### src/rtl/i2s_transmitter.sv
// I2S serial transmitter: a small sample FIFO feeds one sample per 64-slot frame,
// sent MSB-first with a one-bit delay on both channels; sticky overflow/underrun flags.
module i2s_transmitter #(
  parameter int DATA_WIDTH = 32,
  parameter int I2S_WIDTH  = 24,
  parameter int SCLK_DIV   = 4,
  parameter int FIFO_DEPTH = 4
) (
  input  logic                                clk,
  input  logic                                rst,
  input  logic signed [DATA_WIDTH-1:0]        audio_in,
  input  logic                                data_in_valid,
  input  logic                                clear_flags,
  output logic                                i2s_sclk,
  output logic                                i2s_lrclk,
  output logic                                i2s_sdata,
  output logic [$clog2(FIFO_DEPTH):0]         fifo_level,
  output logic                                overflow,
  output logic                                underrun
);

  localparam int AW = $clog2(FIFO_DEPTH);
  localparam int LW = AW + 1;
  localparam int DW = (SCLK_DIV > 1) ? $clog2(SCLK_DIV) : 1;

  logic [DW-1:0]         div;
  logic [5:0]            bit_cnt;
  logic [5:0]            bit_nxt;
  logic [4:0]            slot;
  logic [DATA_WIDTH-1:0] tx_sample;
  logic [DATA_WIDTH-1:0] shifted;
  logic                  sdata_nxt;
  logic [DATA_WIDTH-1:0] mem [FIFO_DEPTH];
  logic [AW-1:0]         wr_ptr;
  logic [AW-1:0]         rd_ptr;
  logic [LW-1:0]         count;

  logic tick, fall, wrap;
  logic empty, full;
  logic push, pop, drop, under_set;

  assign tick      = (div == DW'(SCLK_DIV - 1));
  assign fall      = tick && i2s_sclk;
  assign wrap      = fall && (bit_cnt == 6'd63);

  // Occupancy is sampled before this cycle's push, so a push into an empty
  // FIFO on the wrap cycle cannot be popped in the same cycle.
  assign empty     = (count == '0);
  assign full      = (count == LW'(FIFO_DEPTH));
  assign pop       = wrap && !empty;
  assign under_set = wrap && empty;
  assign push      = data_in_valid && (!full || pop);
  assign drop      = data_in_valid && full && !pop;

  assign bit_nxt    = bit_cnt + 6'd1;
  assign slot       = bit_nxt[4:0];
  assign fifo_level = count;

  // tx_sample[DATA_WIDTH-p] is the MSB of the sample shifted left by p-1.
  always_comb begin
    shifted   = tx_sample << (slot - 5'd1);
    sdata_nxt = 1'b0;
    if (slot != 5'd0 && slot <= 5'(I2S_WIDTH)) begin
      sdata_nxt = shifted[DATA_WIDTH-1];
    end
  end

  always_ff @(posedge clk or posedge rst) begin
    if (rst) begin
      div       <= '0;
      i2s_sclk  <= 1'b0;
      bit_cnt   <= '0;
      i2s_lrclk <= 1'b0;
      i2s_sdata <= 1'b0;
    end else begin
      if (tick) begin
        div      <= '0;
        i2s_sclk <= ~i2s_sclk;
      end else begin
        div <= div + DW'(1);
      end
      if (fall) begin
        bit_cnt   <= bit_nxt;
        i2s_lrclk <= bit_nxt[5];
        i2s_sdata <= sdata_nxt;
      end
    end
  end

  always_ff @(posedge clk or posedge rst) begin
    if (rst) begin
      wr_ptr    <= '0;
      rd_ptr    <= '0;
      count     <= '0;
      tx_sample <= '0;
    end else begin
      if (push) wr_ptr <= wr_ptr + AW'(1);
      if (pop) begin
        rd_ptr    <= rd_ptr + AW'(1);
        tx_sample <= mem[rd_ptr];
      end
      case ({push, pop})
        2'b10:   count <= count + LW'(1);
        2'b01:   count <= count - LW'(1);
        default: count <= count;
      endcase
    end
  end

  // Storage is not reset; the pointers alone define what is valid.
  always_ff @(posedge clk) begin
    if (push) mem[wr_ptr] <= audio_in;
  end

  // A set event in the same cycle as clear_flags wins.
  always_ff @(posedge clk or posedge rst) begin
    if (rst) begin
      overflow <= 1'b0;
      underrun <= 1'b0;
    end else begin
      if (drop)             overflow <= 1'b1;
      else if (clear_flags) overflow <= 1'b0;
      if (under_set)        underrun <= 1'b1;
      else if (clear_flags) underrun <= 1'b0;
    end
  end

endmodule

### config.mk
export PLATFORM = sky130hd
export DESIGN_NAME = i2s_transmitter
export DESIGN_NICKNAME = d
export VERILOG_FILES = /design/src/rtl/i2s_transmitter.sv
export SDC_FILE = /design/constraint.sdc
export NUM_CORES = 1
export LEC_CHECK = 0
export CAP_MARGIN = 20
export CORE_ASPECT_RATIO = 0.5
export CORE_MARGIN = 2
export CORE_UTILIZATION = 50
export CTS_BUF_LIST = sky130_fd_sc_hd__clkbuf_8
export DETAILED_ROUTE_END_ITERATION = 7
export PLACE_DENSITY = 0.66
export SLEW_MARGIN = 20
export SYNTH_ARGS = -nofsm -noshare
export SYNTH_HDL_FRONTEND = slang
export SYNTH_SLANG_ARGS = --single-unit
### constraint.sdc
create_clock -name clk -period 3.89 [get_ports clk]
set_input_delay 0.389 -clock clk [delete_from_list [all_inputs] [get_ports clk]]
set_output_delay 0.389 -clock clk [all_outputs]
set_load 0.05 [all_outputs]
==> impl_metrics.json, run 1 <==
{
  "p_per_area_nw_per_um2": 524.6,
  "layout-drive-gt1-share_pct": 27.00,
  "place.gp.congestion": 0.8049,
  "final-max-slew-violation-count": 0,
  "r2r_cells": 6,
  "hold_class": "primary input to async pin",
  "synth-async-reset-ratio_pct": 28.49,
  "n_antenna_cell": 0,
  "crit_slowest_cell": "dfrtp_1",
  "grt_pass1_wl_um": 20060,
  "fillerInstances": 994,
  "crit_end": "mem[2][13]$_DFFE_PP_",
  "fmax_ghz": 0.3220,
  "cts.sinks": 179,
  "grt_pass1_vias": 3776,
  "cts_setup_buffers": 0,
  "grt_max_degree": 36,
  "crit_type": "register to register",
  "syn_area_um2": 7183,
  "io_pins": 44,
  "r2r_end": "mem[2][13]$_DFFE_PP_",
  "dp_hpwl_um": 8142,
  "reg2reg_from": "bit_cnt[0]$_DFFE_PP0P_",
  "htree_levels": 4,
  "multi_input_comb_area_um2": 1944,
  "final.min_clock_period_ns": 3.105,
  "setup_ws_ns": 0.7847,
  "clk_path_buf_depth": 2,
  "rsz0062_at_grt": "no",
  "skew_ns": 0.01645,
  "drc": 0,
  "path_max_fanout": 32,
  "grt_usage_pct": 17.63,
  "ctsHoldBuffers": 0,
  "hold_violations": 0,
  "antenna_left": 0,
  "reg2reg_slack_ns": 0.78,
  "rows": 30,
  "synth_edf_count": 128,
  "power.leakage_nw": 3.018,
  "clk_latency_ns": 0.46,
  "route.vias.total": 3531,
  "syn_inst": 367,
  "final_util_pct": 60.18,
  "seq_area_frac_synth_pct": 71.28,
  "drt-total-wl_um": 12580,
  "dr.pass1.iters": 4,
  "worst_slew_pin_slew_ns": 0.7554,
  "fin_crit_sh_pct": 79.83,
  "vias_per_cell": 5.614,
  "path_cells": "ha_1 -> and3_1 -> nand3_1 -> a31oi_1 -> and2_1 -> buf_4",
  "tns_ns": 0,
  "synth.net_count": 411,
  "yosysWarnings": 0,
  "clk_pin_slew_ns": 0.10,
  "seq_area_um2": 5121,
  "slew_headroom_pct": 49.64,
  "status": "finished, final reports clean",
  "die_h_um": 88.76,
  "synth-seq-cells": 179,
  "cp_data_arrival_time_ns": 3.20,
  "start_kind": "register",
  "avgRoutedWirePerCell_um": 20.01,
  "layout.nets": 468,
  "critPathRequiredTime_ns": 3.99,
  "cp_slowest_stage_delay_ns": 0.63,
  "crit_start": "bit_cnt[0]$_DFFE_PP0P_",
  "endpoint_kind": "register",
  "cts_buffers": 17,
  "drt_first_iter_violations": 267,
  "cap_violations": 0,
  "area_growth_syn_to_layout_pct": 15.42,
  "syn_avg_cell_area_um2": 19.57,
  "die_w_um": 173.5,
  "preCtsSetupSlack_ns": 0.8115,
  "peakVddDrop_uv": 271.2,
  "setup_viol": 0,
  "antenna_found_initial": 0,
  "root_buffer": "clkbuf_8",
  "post_cts_resized": 0,
  "synthDistinctLibCells": 49,
  "initial_core_util_pct": 52.14,
  "portBuffers": 43,
  "dieArea_um2": 15400,
  "cts_tree": "done",
  "coreArea_um2": 13780,
  "hold_slack_ns": 0.3607,
  "grt-ovfl-total": 0,
  "synthFlopType": "edfxtp_1",
  "power_w": 0.004349
}
cell families after synthesis:
logic type      count (synthesis)  synth area share, %
compound gates                 21                2.334
xor+xnor                       12                1.463
fa+ha+maj                       8                1.498
buf+inv                        24                1.655
flops                         179                71.28
mux                            74                18.06
simple gates                   49                3.710
how the worst min path moves through the flow:
stage,startpoint,end,cells past startpoint
after floorplan,div[0]$_DFF_PP0_,div[0]$_DFF_PP0_,1
after global placement,div[0]$_DFF_PP0_,div[0]$_DFF_PP0_,1
after detailed placement,div[0]$_DFF_PP0_,div[0]$_DFF_PP0_,1
after CTS,rst,tx_sample[30]$_DFFE_PP0N_,2
after global routing,rst,tx_sample[30]$_DFFE_PP0N_,2
final,rst,rd_ptr[1]$_DFFE_PP0N_,2
through the flow:
step / instances / instance area [um^2]
detailed placement: 597 / 7865
finish: 629 / 8290
global route: 629 / 8290
floorplan: 367 / 7183
global placement: 596 / 7838
CTS: 629 / 8290
synthesized netlist by cell type (2+ instances only):
cell / number / area [um^2]
nand3b_1: 2 / 15.01
xor2_1: 4 / 35.03
ha_1: 7 / 87.58
inv_1: 9 / 33.78
nand2b_1: 2 / 12.51
xnor2_1: 8 / 70.07
mux2_2: 33 / 371.6
nand3_1: 4 / 20.02
buf_2: 5 / 25.02
edfxtp_1: 128 / 3844
mux4_1: 4 / 105.1
nand2_1: 18 / 67.56
buf_4: 4 / 30.03
mux4_2: 36 / 810.8
dfrtp_1: 51 / 1276
and2_1: 4 / 25.02
nor3_1: 2 / 10.01
and3_1: 3 / 18.77
o21ai_0: 2 / 10.01
nand4_1: 2 / 12.51
o211ai_1: 2 / 15.01
nor2_1: 6 / 22.52
clkbuf_1: 5 / 18.77
final cells by class:
cell class | count | share of cell area (%)
Sequential cell | 179 | 61.77
Multi-Input combinational cell | 164 | 23.45
Timing Repair Buffer | 53 | 6.339
Clock buffer | 18 | 2.988
Tap cell | 192 | 2.898
Clock inverter | 14 | 2.143
Inverter | 9 | 0.4075
flip-flops by register name, summed over array words and instances (netlist names), 2 cells and up:
| name | cells |
|---|---|
| tx_sample | 32 |
| mem | 128 |
| fifo_level | 3 |
| rd_ptr | 2 |
| bit_cnt | 5 |
| div | 2 |
| wr_ptr | 2 |
critical path, delay by kind of cell (launching register included):
kind                     cells  cell delay (ns)
AND/OR/NAND/NOR              3             0.73
flip-flops                   1             0.63
AO/OA/AOI/OAI                1             0.58
buffers and inverters        1             0.43
adder cells (fa/ha/maj)      1             0.35
placed cells by master (no fill, tap or decap), drive strengths merged, types with 3 or more instances in the layout:
cell and n:
edfxtp 128, dfrtp 51, clkdlybuf4s50 43, mux4 40, mux2 33, nand2 18, clkbuf 18, inv 18
buf 10, xnor2 8, ha 7, nor2 7, nand3 4, and2 4, xor2 4, and3 4
clkinv 3, o21ai 3
report_power, final:
part	internal [W]	total (W)	leakage (nW)	switching, W
clock network	0.000569	0.00131	0.213	0.000739
logic	0.000215	0.000588	0.948	0.000373
registers	0.00237	0.00245	1.86	0.0000849
total	0.00315	0.00435	3.02	0.00120
metal layers:
| layer | up-vias | part of all wire, % | track usage (%) |
|---|---|---|---|
| met1 | 1859 | 45 | 23.61 |
| met4 | 0 | 0.23 | 5.393 |
| met5 | - | 0 | 0 |
| met3 | 2 | 5.5 | 4.210 |
| li1 | 1580 | - | - |
| met2 | 90 | 49 | 29.53 |
(Power assumes the default switching activity.)
==> run 2: changes to the inputs <==
==> constraint.sdc (replaced) <==
create_clock -name clk -period 3 [get_ports clk]
set_input_delay 0.3 -clock clk [delete_from_list [all_inputs] [get_ports clk]]
set_output_delay 0.3 -clock clk [all_outputs]
set_load 0.05 [all_outputs]
==> impl_metrics.json, run 2 (synthesis gave the netlist of run 1 again) <==
{
  "status": "finished, final reports clean",
  "final_util_pct": 60.33,
  "coreArea_um2": 13780,
  "cts_buffers": 17,
  "grt_usage_pct": 18.06,
  "start_kind": "register",
  "cp_slowest_stage_delay_ns": 0.50,
  "largest_reg_flops": 128,
  "critPathRequiredTime_ns": 3.12,
  "fin_area_um2": 8310,
  "crit_buf_inv": 1,
  "route.vias.total": 3526,
  "reg2reg_from": "bit_cnt[1]$_DFFE_PP0P_",
  "wl_met1_um": 5848,
  "die_w_um": 173.5,
  "dr.pass1.iters": 4,
  "cts_setup_buffers": 0,
  "antenna_left": 0,
  "area_growth_syn_to_layout_pct": 15.69,
  "rsz0062_at_grt": "no",
  "root_buffer": "clkbuf_8",
  "n_antenna_cell": 0,
  "skew_ns": 0.01146,
  "grt_pass1_vias": 3742,
  "initial_core_util_pct": 52.14,
  "layout-drive-gt1-share_pct": 28.05,
  "wl_met3_um": 538,
  "route.top_layer_used": "met4",
  "largestRegisters": "mem (128), tx_sample (32), bit_cnt (5)",
  "crit_start": "bit_cnt[1]$_DFFE_PP0P_",
  "dp_hpwl_um": 8611,
  "hold_class": "primary input to async pin",
  "power_w": 0.005620,
  "regMostFlops": "mem",
  "slew_headroom_pct": 54.46,
  "clk_pin_slew_ns": 0.10,
  "final_common_cell": "edfxtp_1",
  "final-max-slew-violation-count": 0,
  "clk_path_buf_depth": 2,
  "crit_family": "simple AND/OR/NAND/NOR gates",
  "hold_slack_ns": 0.2733,
  "rows": 30,
  "cp_data_arrival_time_ns": 2.79,
  "fillerInstances": 1001,
  "cts.sinks": 179,
  "dieArea_um2": 15400,
  "power.leakage_nw": 3.022,
  "drc": 0,
  "crit_type": "register to register",
  "setup_viol": 0,
  "peakVddDrop_uv": 334.7,
  "place_area_um2": 7895,
  "tns_ns": 0,
  "hold_violations": 0,
  "cts_tree": "done",
  "vias_per_cell": 5.562,
  "worst_slew_pin_slew_ns": 0.6822,
  "die_h_um": 88.76,
  "met2_wirelength_um": 6312,
  "cap_violations": 0,
  "grt-ovfl-total": 0,
  "portBuffers": 43,
  "path_max_fanout": 18,
  "layout_common_cells": "128 x edfxtp_1, 50 x dfrtp_1, 43 x clkdlybuf4s50_1",
  "crit_slowest_cell": "dfrtp_1",
  "endpoint_kind": "register",
  "p_per_area_nw_per_um2": 676.2,
  "layout.nets": 473,
  "grt_pass1_wl_um": 20440,
  "drt_first_iter_violations": 232,
  "final.min_clock_period_ns": 2.663,
  "grt_max_degree": 36,
  "path_cells": "ha_1 -> and3_1 -> nand3_1 -> a31oi_2 -> and2_1 -> buf_4",
  "io_pins": 44,
  "drt-total-wl_um": 12770,
  "fmax_ghz": 0.3755,
  "antenna_found_initial": 0,
  "avgRoutedWirePerCell_um": 20.13,
  "fin_crit_sh_pct": 88.77,
  "place.gp.congestion": 0.7559,
  "clk_latency_ns": 0.44,
  "htree_levels": 4
}
run 2: changes by cell type in the layout (fill, tap and decap cells not counted), sizes merged:
| cell | delta |
|---|---|
| bufinv | +1 |
| buf | +5 |
| clkinvlp | +3 |
| inv | -3 |
| clkbuf | -1 |
run 2: worst paths after layout:
kind | to | slack, ns | cells past startpoint
setup / recovery | mem[2][20]$_DFFE_PP_ | 0.34 | 6
hold / removal | tx_sample[25]$_DFFE_PP0N_ | 0.27 | 2
setup reg to reg | mem[2][20]$_DFFE_PP_ | 0.34 | 6
hold reg to reg | div[0]$_DFF_PP0_ | 0.44 | 1
max in group asynchronous | tx_sample[8]$_DFFE_PP0N_ | 2.01 | 3
min in group clk | div[0]$_DFF_PP0_ | 0.44 | 1
run 2: metal layers:
layer / vias up / track usage, %
li1: 1581 / -
met1: 1861 / 24.23
met2: 79 / 29.89
met3: 5 / 4.639
met4: 0 / 5.547
met5: - / 0
run 2: report_power, final:
group / leakage, nW / internal (W) / switching (W)
combinational: 0.967 / 0.000283 / 0.000481
clock: 0.196 / 0.000768 / 0.000904
sequential: 1.86 / 0.00307 / 0.000115
run 2: what timing repair did:
item / 4_1_cts / 5_1_grt
endpoints found under the setup margin: 0 / 128
gates resized for setup: 0 / 1
hold buffers: 0 / 0
run 2: layout make-up:
type / instances / area [um^2] / area share, %
tap: 192 / 240.2 / 2.891
clock inverter: 15 / 175.2 / 2.108
timing repair buffer: 58 / 555.5 / 6.685
inverter: 9 / 33.78 / 0.4065
clock buffer: 17 / 234.0 / 2.815
sequential: 179 / 5121 / 61.62
multi-input combinational: 164 / 1951 / 23.47
run 2: through the flow:
stage               cells  worst slack [ns]
floorplan             367            0.1399
global placement      602            0.2797
detailed placement    602            0.1539
CTS                   634            0.1459
global route          634           0.06695
finish                634            0.3368
run 2: worst reg2reg max path, cell delays in order (launching register included):
cell and delay (ns):
dfrtp_1 0.50, ha_1 0.34, and3_1 0.29, nand3_1 0.25
a31oi_2 0.46, and2_1 0.21, buf_4 0.29
==> run 3: changes to the inputs <==
--- a/config.mk
+++ b/config.mk
@@ -6,7 +6,7 @@
 export NUM_CORES = 1
 export LEC_CHECK = 0
 export CAP_MARGIN = 20
-export CORE_ASPECT_RATIO = 0.5
+export CORE_ASPECT_RATIO = 1.75
 export CORE_MARGIN = 2
 export CORE_UTILIZATION = 50
 export CTS_BUF_LIST = sky130_fd_sc_hd__clkbuf_8
==> constraint.sdc (replaced) <==
create_clock -name clk -period 3 [get_ports clk]
set_input_delay 0.9 -clock clk [delete_from_list [all_inputs] [get_ports clk]]
set_output_delay 0.9 -clock clk [all_outputs]
set_load 0.05 [all_outputs]
==> impl_metrics.json, run 3 (synthesis gave the netlist of run 1 again) <==
{
  "vias_per_cell": 5.630,
  "die_w_um": 94.61,
  "fmax_ghz": 0.3777,
  "hold_violations": 0,
  "start_kind": "register",
  "antenna_left": 0,
  "antenna_found_initial": 0,
  "path_max_fanout": 7,
  "final-max-slew-violation-count": 0,
  "dieArea_um2": 15380,
  "layout.nets": 472,
  "io_pins": 44,
  "cts_tree": "done",
  "final_common_cell": "edfxtp_1",
  "endpoint_kind": "primary output",
  "die_h_um": 162.6,
  "slew_headroom_pct": 52.00,
  "regMostFlops": "mem",
  "path_cells": "clkdlybuf4s50_1",
  "largest_reg_flops": 128,
  "grt_usage_pct": 17.79,
  "avgRoutedWirePerCell_um": 20.48,
  "cp_slowest_stage_delay_ns": 0.84,
  "skew_ns": 0.01891,
  "initial_core_util_pct": 50.50,
  "cp_data_arrival_time_ns": 1.75,
  "post_cts_resized": 0,
  "rows": 58,
  "n_antenna_cell": 0,
  "final.min_clock_period_ns": 2.648,
  "crit_family": "buffers and inverters",
  "dr.pass1.iters": 4,
  "rsz0062_at_grt": "no",
  "critPathRequiredTime_ns": 2.10,
  "crit_type": "register to primary output",
  "root_buffer": "clkbuf_8",
  "fillerInstances": 1110,
  "cts_buffers": 17,
  "route.vias.total": 3496,
  "preCtsSetupSlack_ns": 0.3062,
  "power.leakage_nw": 3.083,
  "setup_viol": 0,
  "hold_class": "register to register",
  "layout-drive-gt1-share_pct": 27.21,
  "peakVddDrop_uv": 364.7,
  "coreArea_um2": 14220,
  "portBuffers": 43,
  "tns_ns": 0,
  "clk_pin_slew_ns": 0.10,
  "grt_max_degree": 36,
  "area_growth_syn_to_layout_pct": 17.24,
  "grt_pass1_vias": 3744,
  "crit_buf_inv": 1,
  "cts_setup_buffers": 0,
  "clk_path_buf_depth": 2,
  "dp_hpwl_um": 8274,
  "drt_first_iter_violations": 147,
  "crit_slowest_cell": "clkdlybuf4s50_1",
  "cap_violations": 0,
  "clk_latency_ns": 0.44,
  "place.gp.congestion": 0.8141,
  "grt-ovfl-total": 0,
  "ctsHoldBuffers": 0,
  "grt_pass1_wl_um": 20040,
  "largestRegisters": "mem (128), tx_sample (32), bit_cnt (5)",
  "setup_ws_ns": 0.3523,
  "status": "finished, final reports clean",
  "drc": 0,
  "drt-total-wl_um": 12720,
  "worst_slew_pin_slew_ns": 0.7200,
  "htree_levels": 4,
  "cts.sinks": 179,
  "p_per_area_nw_per_um2": 705.1,
  "layout_common_cells": "128 x edfxtp_1, 50 x dfrtp_1, 43 x clkdlybuf4s50_1",
  "fin_crit_sh_pct": 88.26
}
==> run 3: changes by cell type in the layout (fill, tap and decap cells not counted), sizes merged <==
cell,previous run,this run
bufinv,2,6
clkinv,3,1
inv,15,16
clkinvlp,4,1
buf,15,14
==> run 3: metal layers <==
| layer | track usage (%) | wire length [um] | vias up |
|---|---|---|---|
| li1 | - | - | 1573 |
| met1 | 20.10 | 4755 | 1853 |
| met2 | 33.14 | 7478 | 57 |
| met3 | 3.702 | 323 | 13 |
| met4 | 5.204 | 158 | 0 |
| met5 | 0 | 0 | - |
==> run 3: through the flow <==
step | utilization [%] | cell area, um^2 | std cells | hold slack, ns | total power [W]
5_1_grt | 59.21 | 8422 | 621 | 0.4542 | 0.006174
2_1_floorplan | - | 7183 | 367 | 0.4099 | 0.003664
4_1_cts | 59.21 | 8422 | 621 | 0.4433 | 0.006002
6_report | 59.21 | 8422 | 621 | 0.4367 | 0.005938
3_5_place_dp | 55.79 | 7935 | 589 | 0.4293 | 0.004058
3_3_place_gp | 55.79 | 7935 | 589 | 0.4204 | 0.004005
==> run 3: layout make-up <==
cell class / count / area [um^2] / share of cell area [%]
Sequential cell: 179 / 5121 / 60.81
Multi-Input combinational cell: 164 / 1944 / 23.09
Timing Repair Buffer: 57 / 610.6 / 7.250
Clock inverter: 15 / 252.7 / 3.001
Clock buffer: 17 / 234.0 / 2.778
Tap cell: 180 / 225.2 / 2.674
Inverter: 9 / 33.78 / 0.4011
==> run 3: final timing paths <==
path	from	slack [ns]	cells after the start	end
hold / removal	div[0]$_DFF_PP0_	0.44	1	div[0]$_DFF_PP0_
setup reg to reg	bit_cnt[0]$_DFFE_PP0P_	0.38	9	fifo_level[2]$_DFFE_PP0P_
setup / recovery	fifo_level[2]$_DFFE_PP0P_	0.35	1	fifo_level[2]
max in group asynchronous	rst	1.77	3	tx_sample[20]$_DFFE_PP0N_
hold reg to reg	div[0]$_DFF_PP0_	0.44	1	div[0]$_DFF_PP0_
min in group asynchronous	rst	0.69	2	tx_sample[10]$_DFFE_PP0N_
==> run 3: report_power, final <==
group | switching [W] | internal (W)
Clock | 0.000865 | 0.00109
Combinational | 0.000497 | 0.000310
Sequential | 0.000106 | 0.00307
